File: config.mk
export PLATFORM = sky130hd
export DESIGN_NAME = param_split_router
export DESIGN_NICKNAME = d
export VERILOG_FILES = /design/src/rtl/param_split_router.sv
export SDC_FILE = /design/constraint.sdc
export NUM_CORES = 1
export LEC_CHECK = 0
export ABC_CLOCK_PERIOD_IN_PS = 2600
export BUFFER_PORTS_ARGS = -buffer_cell sky130_fd_sc_hd__buf_2
export CELL_PAD_IN_SITES_DETAIL_PLACEMENT = 0
export CELL_PAD_IN_SITES_GLOBAL_PLACEMENT = 2
export CORE_MARGIN = 1
export CORE_UTILIZATION = 36
export CTS_CLUSTER_SIZE = 16
export DETAILED_ROUTE_END_ITERATION = 6
export GPL_TIMING_DRIVEN = 0
export HOLD_SLACK_MARGIN = 0.1
export PLACE_DENSITY_LB_ADDON = 0.1
export SYNTH_ARGS = -nofsm -noshare
export SYNTH_HDL_FRONTEND = slang
export SYNTH_SLANG_ARGS = --single-unit
File: constraint.sdc
create_clock -name i_clk -period 2.6 [get_ports i_clk]
set_clock_uncertainty 0.15 [all_clocks]
set_input_delay 0.26 -clock i_clk [delete_from_list [all_inputs] [get_ports i_clk]]
set_output_delay 0.26 -clock i_clk [all_outputs]
set_load 0.05 [all_outputs]
File: src/rtl/param_split_router.sv
// Parametrised 1-to-NUM_PORTS token router with an independent FIFO per output port.
// Supports unicast, broadcast (all-or-nothing) and counted drops of out-of-range destinations.
module param_split_router #(
  parameter int WIDTH     = 8,
  parameter int NUM_PORTS = 16,
  parameter int ADDR_W    = $clog2(NUM_PORTS),
  parameter int DEPTH     = 2,
  parameter int BCAST_EN  = 1
) (
  input  logic                       i_clk,
  input  logic                       i_reset,
  input  logic                       i_in_valid,
  output logic                       o_in_ready,
  input  logic [WIDTH-1:0]           i_in_data,
  input  logic [ADDR_W-1:0]          i_in_dest,
  input  logic                       i_in_bcast,
  output logic [NUM_PORTS-1:0]       o_out_valid,
  input  logic [NUM_PORTS-1:0]       i_out_ready,
  output logic [NUM_PORTS*WIDTH-1:0] o_out_data,
  output logic [15:0]                o_drop_cnt,
  output logic                       o_err_dest
);

  localparam int PTR_W = $clog2(DEPTH) + 1;
  localparam int IDX_W = PTR_W - 1;

  logic                 w_bcast;
  logic                 w_accept;
  logic                 w_drop;
  logic [NUM_PORTS-1:0] w_sel;
  logic [NUM_PORTS-1:0] w_full;
  logic [NUM_PORTS-1:0] w_push;
  logic [15:0]          r_dropCnt;
  logic                 r_errDest;

  // One-hot unicast select; an out-of-range destination selects no port at all.
  always_comb begin
    w_bcast = (BCAST_EN != 0) && i_in_bcast;
    w_sel   = '0;
    for (int p = 0; p < NUM_PORTS; p++) begin
      w_sel[p] = !w_bcast && (i_in_dest == ADDR_W'(p));
    end
  end

  assign o_in_ready = w_bcast ? ~|w_full : ~|(w_sel & w_full);
  assign w_accept   = i_in_valid && o_in_ready;
  assign w_drop     = w_accept && !w_bcast && ~|w_sel;

  for (genvar gp = 0; gp < NUM_PORTS; gp++) begin : g_port
    logic [PTR_W-1:0] r_wrPtr;
    logic [PTR_W-1:0] r_rdPtr;
    logic [WIDTH-1:0] r_mem [DEPTH];
    logic             w_pop;

    assign w_full[gp]      = (r_wrPtr[PTR_W-1] != r_rdPtr[PTR_W-1]) &&
                             (r_wrPtr[IDX_W-1:0] == r_rdPtr[IDX_W-1:0]);
    assign o_out_valid[gp] = (r_wrPtr != r_rdPtr);
    assign w_pop           = o_out_valid[gp] && i_out_ready[gp];
    assign w_push[gp]      = w_accept && (w_bcast || w_sel[gp]);

    always_ff @(posedge i_clk or posedge i_reset) begin
      if (i_reset) begin
        r_wrPtr <= '0;
        r_rdPtr <= '0;
      end else begin
        if (w_push[gp]) r_wrPtr <= r_wrPtr + 1'b1;
        if (w_pop)      r_rdPtr <= r_rdPtr + 1'b1;
      end
    end

    // Storage needs no reset: the head is only exposed while the FIFO is non-empty.
    always_ff @(posedge i_clk) begin
      if (w_push[gp]) r_mem[r_wrPtr[IDX_W-1:0]] <= i_in_data;
    end

    assign o_out_data[gp*WIDTH +: WIDTH] = o_out_valid[gp] ? r_mem[r_rdPtr[IDX_W-1:0]] : '0;
  end

  always_ff @(posedge i_clk or posedge i_reset) begin
    if (i_reset) begin
      r_dropCnt <= '0;
      r_errDest <= 1'b0;
    end else begin
      r_errDest <= w_drop;
      if (w_drop && (r_dropCnt != 16'hFFFF)) r_dropCnt <= r_dropCnt + 16'd1;
    end
  end

  assign o_drop_cnt = r_dropCnt;
  assign o_err_dest = r_errDest;

endmodule

**Word level (Yosys, flattened, before mapping)**

Memories as Yosys holds them, arrays and structs flattened.
Cells that the tools add are included.

- Memories kept: 16
- Input bits: 32
- Bits in writable memories: 256
- Logic and storage cells: 289
- Bits in registers: 81
- Output and inout bits: 162

Memory list:

| memory | depth | width | read ports | clocked after memory_dff | wr ports | line | text |
|---|---|---|---|---|---|---|---|
| g_port[0].r_mem | 2 | 8 | 1 | 0 | 1 | 52 | `logic [WIDTH-1:0] r_mem [DEPTH];` |
| g_port[10].r_mem | 2 | 8 | 1 | 0 | 1 | 52 |  |
| g_port[11].r_mem | 2 | 8 | 1 | 0 | 1 | 52 |  |
| g_port[12].r_mem | 2 | 8 | 1 | 0 | 1 | 52 |  |
| g_port[13].r_mem | 2 | 8 | 1 | 0 | 1 | 52 |  |
| g_port[14].r_mem | 2 | 8 | 1 | 0 | 1 | 52 |  |
| 10 more memories | -- | -- | -- | -- | -- | -- |  |

- Add/sub/neg operators: 33
- Muxes and demuxes: 49
- Bitwise logic cells: 1
- Eq/ne operators: 64
- Reductions and logical operators: 92

Operators by type and width:

| operator | count |
|---|---|
| two-way mux 8 bit | 16 |
| logical AND 1 bit | 68 |
| adder 2 x 1 -> 2 bit, second input constant | 32 |
| OR reduction 16 bit | 3 |
| two-way mux 1 bit | 33 |
| == test 4 bit, second input constant | 8 |
| != test 2 bit | 16 |
| adder 16 x 1 -> 16 bit, second input constant | 1 |
| AND 16 bit | 1 |
| == test 1 bit | 16 |
| == test 4 x 3 -> 1 bit, second input constant | 4 |
| logical OR 1 bit | 16 |
| != test 1 bit | 16 |
| != test 16 bit, second input constant | 1 |
| == test 4 x 2 -> 1 bit, second input constant | 2 |
| == test 4 x 1 -> 1 bit, second input constant | 1 |
| zero test 1 bit | 4 |
| zero test 4 bit | 1 |

**Logic depth before layout (Yosys ltp)**

- Depth after elaboration: 10
- Gate-level depth with buffers: 10
- Mapped depth without buffers: 7

**Worst setup path before layout**

Ideal clock, no wire load.

- Path kind: register -> register
- Start: reg g_port[4].r_wrPtr[0]
- End: mem g_port[15].r_mem[0][0] (enable)
- Stages on the path, launching flop included: 10
- Path buffers: 2
- Library setup time: 385 ps
- Required time: 2065 ps
- Clock period less this slack: 2754 ps
- Slack: -154 ps
- Arrival time: 2218 ps
- Path through: dfrtp_1 > buf_2 > xor2_1 > o22ai_1 > nor4_1 > and3_1 > a41oi_2 > buf_4 > nand2b_1 > nor3b_1

- Longest elaborated chain between the ends: 10
- Elaborated cells on any way between the ends: 12
- Those cells by class: 1 x eq/ne; 3 x mux; 1 x bitwise; 7 x reduce/logical

RTL lines:

| element | line | text |
|---|---|---|
| start: declaration | 50 | `logic [PTR_W-1:0] r_wrPtr;` |
| start signal: assignment | 66 | `if (w_push[gp]) r_wrPtr <= r_wrPtr + 1'b1;` |
| == test 1 bit (*) | 56 | `(r_wrPtr[IDX_W-1:0] == r_rdPtr[IDX_W-1:0]);` |
| logical AND 1 bit (*) | 55 | `assign w_full[gp] = (r_wrPtr[PTR_W-1] != r_rdPtr[PTR_W-1]) &&` |
| AND 16 bit | 45 | `assign o_in_ready = w_bcast ? ~\|w_full : ~\|(w_sel & w_full);` |
| OR reduction 16 bit | 45 |  |
| zero test 1 bit | 45 |  |
| two-way mux 1 bit (*) | 45 |  |
| logical AND 1 bit (*) | 46 | `assign w_accept = i_in_valid && o_in_ready;` |
| logical AND 1 bit (*) | 59 | `assign w_push[gp] = w_accept && (w_bcast \|\| w_sel[gp]);` |
| two-way mux 1 bit (*) | 73 | `if (w_push[gp]) r_mem[r_wrPtr[IDX_W-1:0]] <= i_in_data;` |
| two-way mux 1 bit (not written as such) (*) | 73 |  |
| end: declaration | 52 |  |

Every way passes the cells marked *; elsewhere a longest branch is shown, timed or not.

**Worst setup path after layout**

- Start: reg g_port[4].r_wrPtr[0]
- End: out o_in_ready

- Longest elaborated chain between the ends: 6
- Elaborated cells on any way between the ends: 8
- Those cells by class: 1 x eq/ne; 1 x mux; 1 x bitwise; 5 x reduce/logical

RTL lines:

| element | line | text |
|---|---|---|
| == test 1 bit (*) | 56 |  |
| logical AND 1 bit (*) | 55 |  |
| AND 16 bit | 45 |  |
| OR reduction 16 bit | 45 |  |
| zero test 1 bit | 45 |  |
| two-way mux 1 bit (*) | 45 |  |
| end: declaration | 13 | `output logic o_in_ready,` |

Marked as above.

==> impl_metrics.yaml <==
floorplan:
  io_pins: 194
  die_h_um: 197.7
  die_w_um: 197.7
  start_util_pct: 36.60
  dieArea_um2: 39080
  rows: 71
  core_um2: 37670
sta:
  fmax_mhz: 356.8
  rsz0062_at_grt: "yes"
  tightest_slew_ns: 0.7789
  maxSlewHeadroom_pct: 48.07
  fin_crit_sh_pct: 107.8
  setup_viol_count_final: 106
  maxSlewViolCount: 0
  setup_ws_ns: -0.2028
  hold_viol_final: 0
  fin_crit_ns: 2.803
grt:
  grt_pass1_vias: 8131
  grt_use_total_pct: 17.26
  antenna_found_initial: 0
  grt_start_max_net_pins: 63
  grt_pass1_wl_um: 49710
  overflow: 0
setup_path:
  slowest_delay_ns: 0.36
  crit_path_start_kind: "flop"
  cp_max_fo: 5
  cp_slowest_cell: "dfrtp_1"
  crit_chain: "clkbuf_4, xnor2_1, nand4b_1, a41o_1, a41oi_2, buf_6, buf_12, inv_6, buf_8"
  endpoint_kind: "primary output"
  crit_required_ns: 2.19
  worstSetupPathType: "reg2out"
  arrival_ns: 2.39
yosys:
  syn_area_per_cell_um2: 13.98
  synthesis.instances: 986
  yosysSeqAreaShare_pct: 70.47
  synth-edff-count: 256
  ys_seq_elements: 337
  async_flop_share_pct: 24.04
  synth_top_cell_area_share_pct: 55.76
  ys.flop_type: "edfxtp_1"
  netlist_top_cells_area: "edfxtp_1, dfrtp_1, mux2i_1, nor2_1, xnor2_1"
  synth_top_area_cell: "edfxtp_1"
  syn_nets: 1018
  synth.distinct_cells: 39
  yosysWarningCount: 0
  syn_area_um2: 13790
finish:
  fin_nets: 1294
  seq_area_um2: 9732
  multi_input_area_um2: 4322
  n_antenna_cell: 0
  layout_common_cells: "edfxtp_1, buf_2, nor2_1"
  area_growth_pct: 30.21
  num-fill-cells: 3452
  drive_gt1_share_pct: 30.90
  final_common_cell: "edfxtp_1"
  final_util_pct: 47.65
placement:
  place_congestion: 0.7265
  pre_cts_slack_ns: -1.189
  io_buffers: 191
  dpl.hpwl_um: 21060
detailed_routing:
  routed_wirelength_um: 33250
  wire_per_inst_um: 18.48
  dr.pass1.iters: 4
  drc: 0
  drt-initial-drc-count: 345
  route.vias.total: 8249
  antenna_left: 0
  via_per_inst: 4.585
cts:
  clock-sinks: 337
  cts_root_buf: "clkbuf_16"
  cts_tree: "built"
  clk_path_buf_depth: 3
  cts_buffers: 37
  path_clk_slew_ns: 0.06
  htree_levels: 2
  worstSkewPairLatency_ns: 0.52
flow_run:
  maxCapViolCount: 0
min_path:
  hold_class: "in2reg"
status:
  status: "finished, violations left"
  violations: "setup timing"
[synthesized netlist by cell type, types with 5 or more instances]
cell type / n
edfxtp_1: 256
nor2_1: 171
mux2i_1: 128
dfrtp_1: 81
xnor2_1: 54
xor2_1: 49
nand3_1: 39
clkbuf_1: 37
nand2_1: 34
inv_1: 28
buf_1: 16
nor3_1: 15
and2_1: 14
a21o_1: 13
o22ai_1: 5
[through the flow]
stage | area, µm² | hold WS, ns | instances | TNS, ns
2_1_floorplan | 13810 | 0.2089 | 986 | -12.14
3_3_place_gp | 15400 | 0.2864 | 1688 | -277.32
3_5_place_dp | 15440 | 0.08796 | 1689 | -167.34
4_1_cts | 17660 | 0.2085 | 1795 | -11.71
5_1_grt | 17950 | 0.2249 | 1799 | -27.98
6_report | 17950 | 0.2056 | 1799 | -5.385
[timing repair]
action | CTS | global route
gates resized for setup | 104 | 54
cloned | 1 | 0
endpoints found under the hold margin | 115 | 0
hold buffers | 19 | 0
endpoints found under the setup margin | 311 | 344
setup buffers | 24 | 12
pin swaps | 27 | 19
[sequential cells by signal, indices dropped and copies added (netlist names)]
signal and flops:
g_port.r_mem 256, o_drop_cnt 16, g_port.r_rdPtr 32, g_port.r_wrPtr 32, o_err_dest 1
[final timing paths]
check	endpoint	startpoint	cells past startpoint	slack (ns)
min reg2reg	o_drop_cnt[13]	o_drop_cnt[13]	1	0.30
max in group asynchronous	g_port[8].r_wrPtr[0]	i_reset	5	0.96
max	o_in_ready	g_port[4].r_wrPtr[0]	9	-0.20
min in group asynchronous	o_err_dest	i_reset	4	0.68
min	g_port[8].r_mem[1][4]	i_in_data[4]	1	0.21
max reg2reg	g_port[4].r_mem[0][5]	g_port[4].r_wrPtr[0]	10	-0.13
[logic make-up after synthesis]
logic type      share of synthesized area [%]
other cells                           0.02720
flops                                   70.47
xor+xnor                                6.544
compound gates                          1.788
simple gates                            9.285
buf+inv                                 2.596
mux                                     9.294
[worst max-delay path, delay by kind of cell (launching register included)]
family	cells	cell delay (ns)
buffers and inverters	5	0.60
AOI/OAI and AO/OA	2	0.48
DFF	1	0.36
xor gates and xnor gates	1	0.25
and+or+nand+nor	1	0.17
[routing by layer]
layer	routed length [µm]	global-route usage [%]
met1	15810	24.77
met2	15610	27.24
met3	1230	2.698
met4	607	4.536
met5	0	0
[final cells by class]
class                           count  area share [%]
Inverter                           28          0.6274
Sequential cell                   337           54.22
Buffer                             51           1.394
Multi-Input combinational cell    559           24.08
Clock buffer                       50           5.653
Timing Repair Buffer              248           9.773
Clock inverter                     15          0.6971
Tap cell                          511           3.562
Power is not shown: default switching activity piles up to over one toggle a cycle in this logic, so the estimate is an artifact.
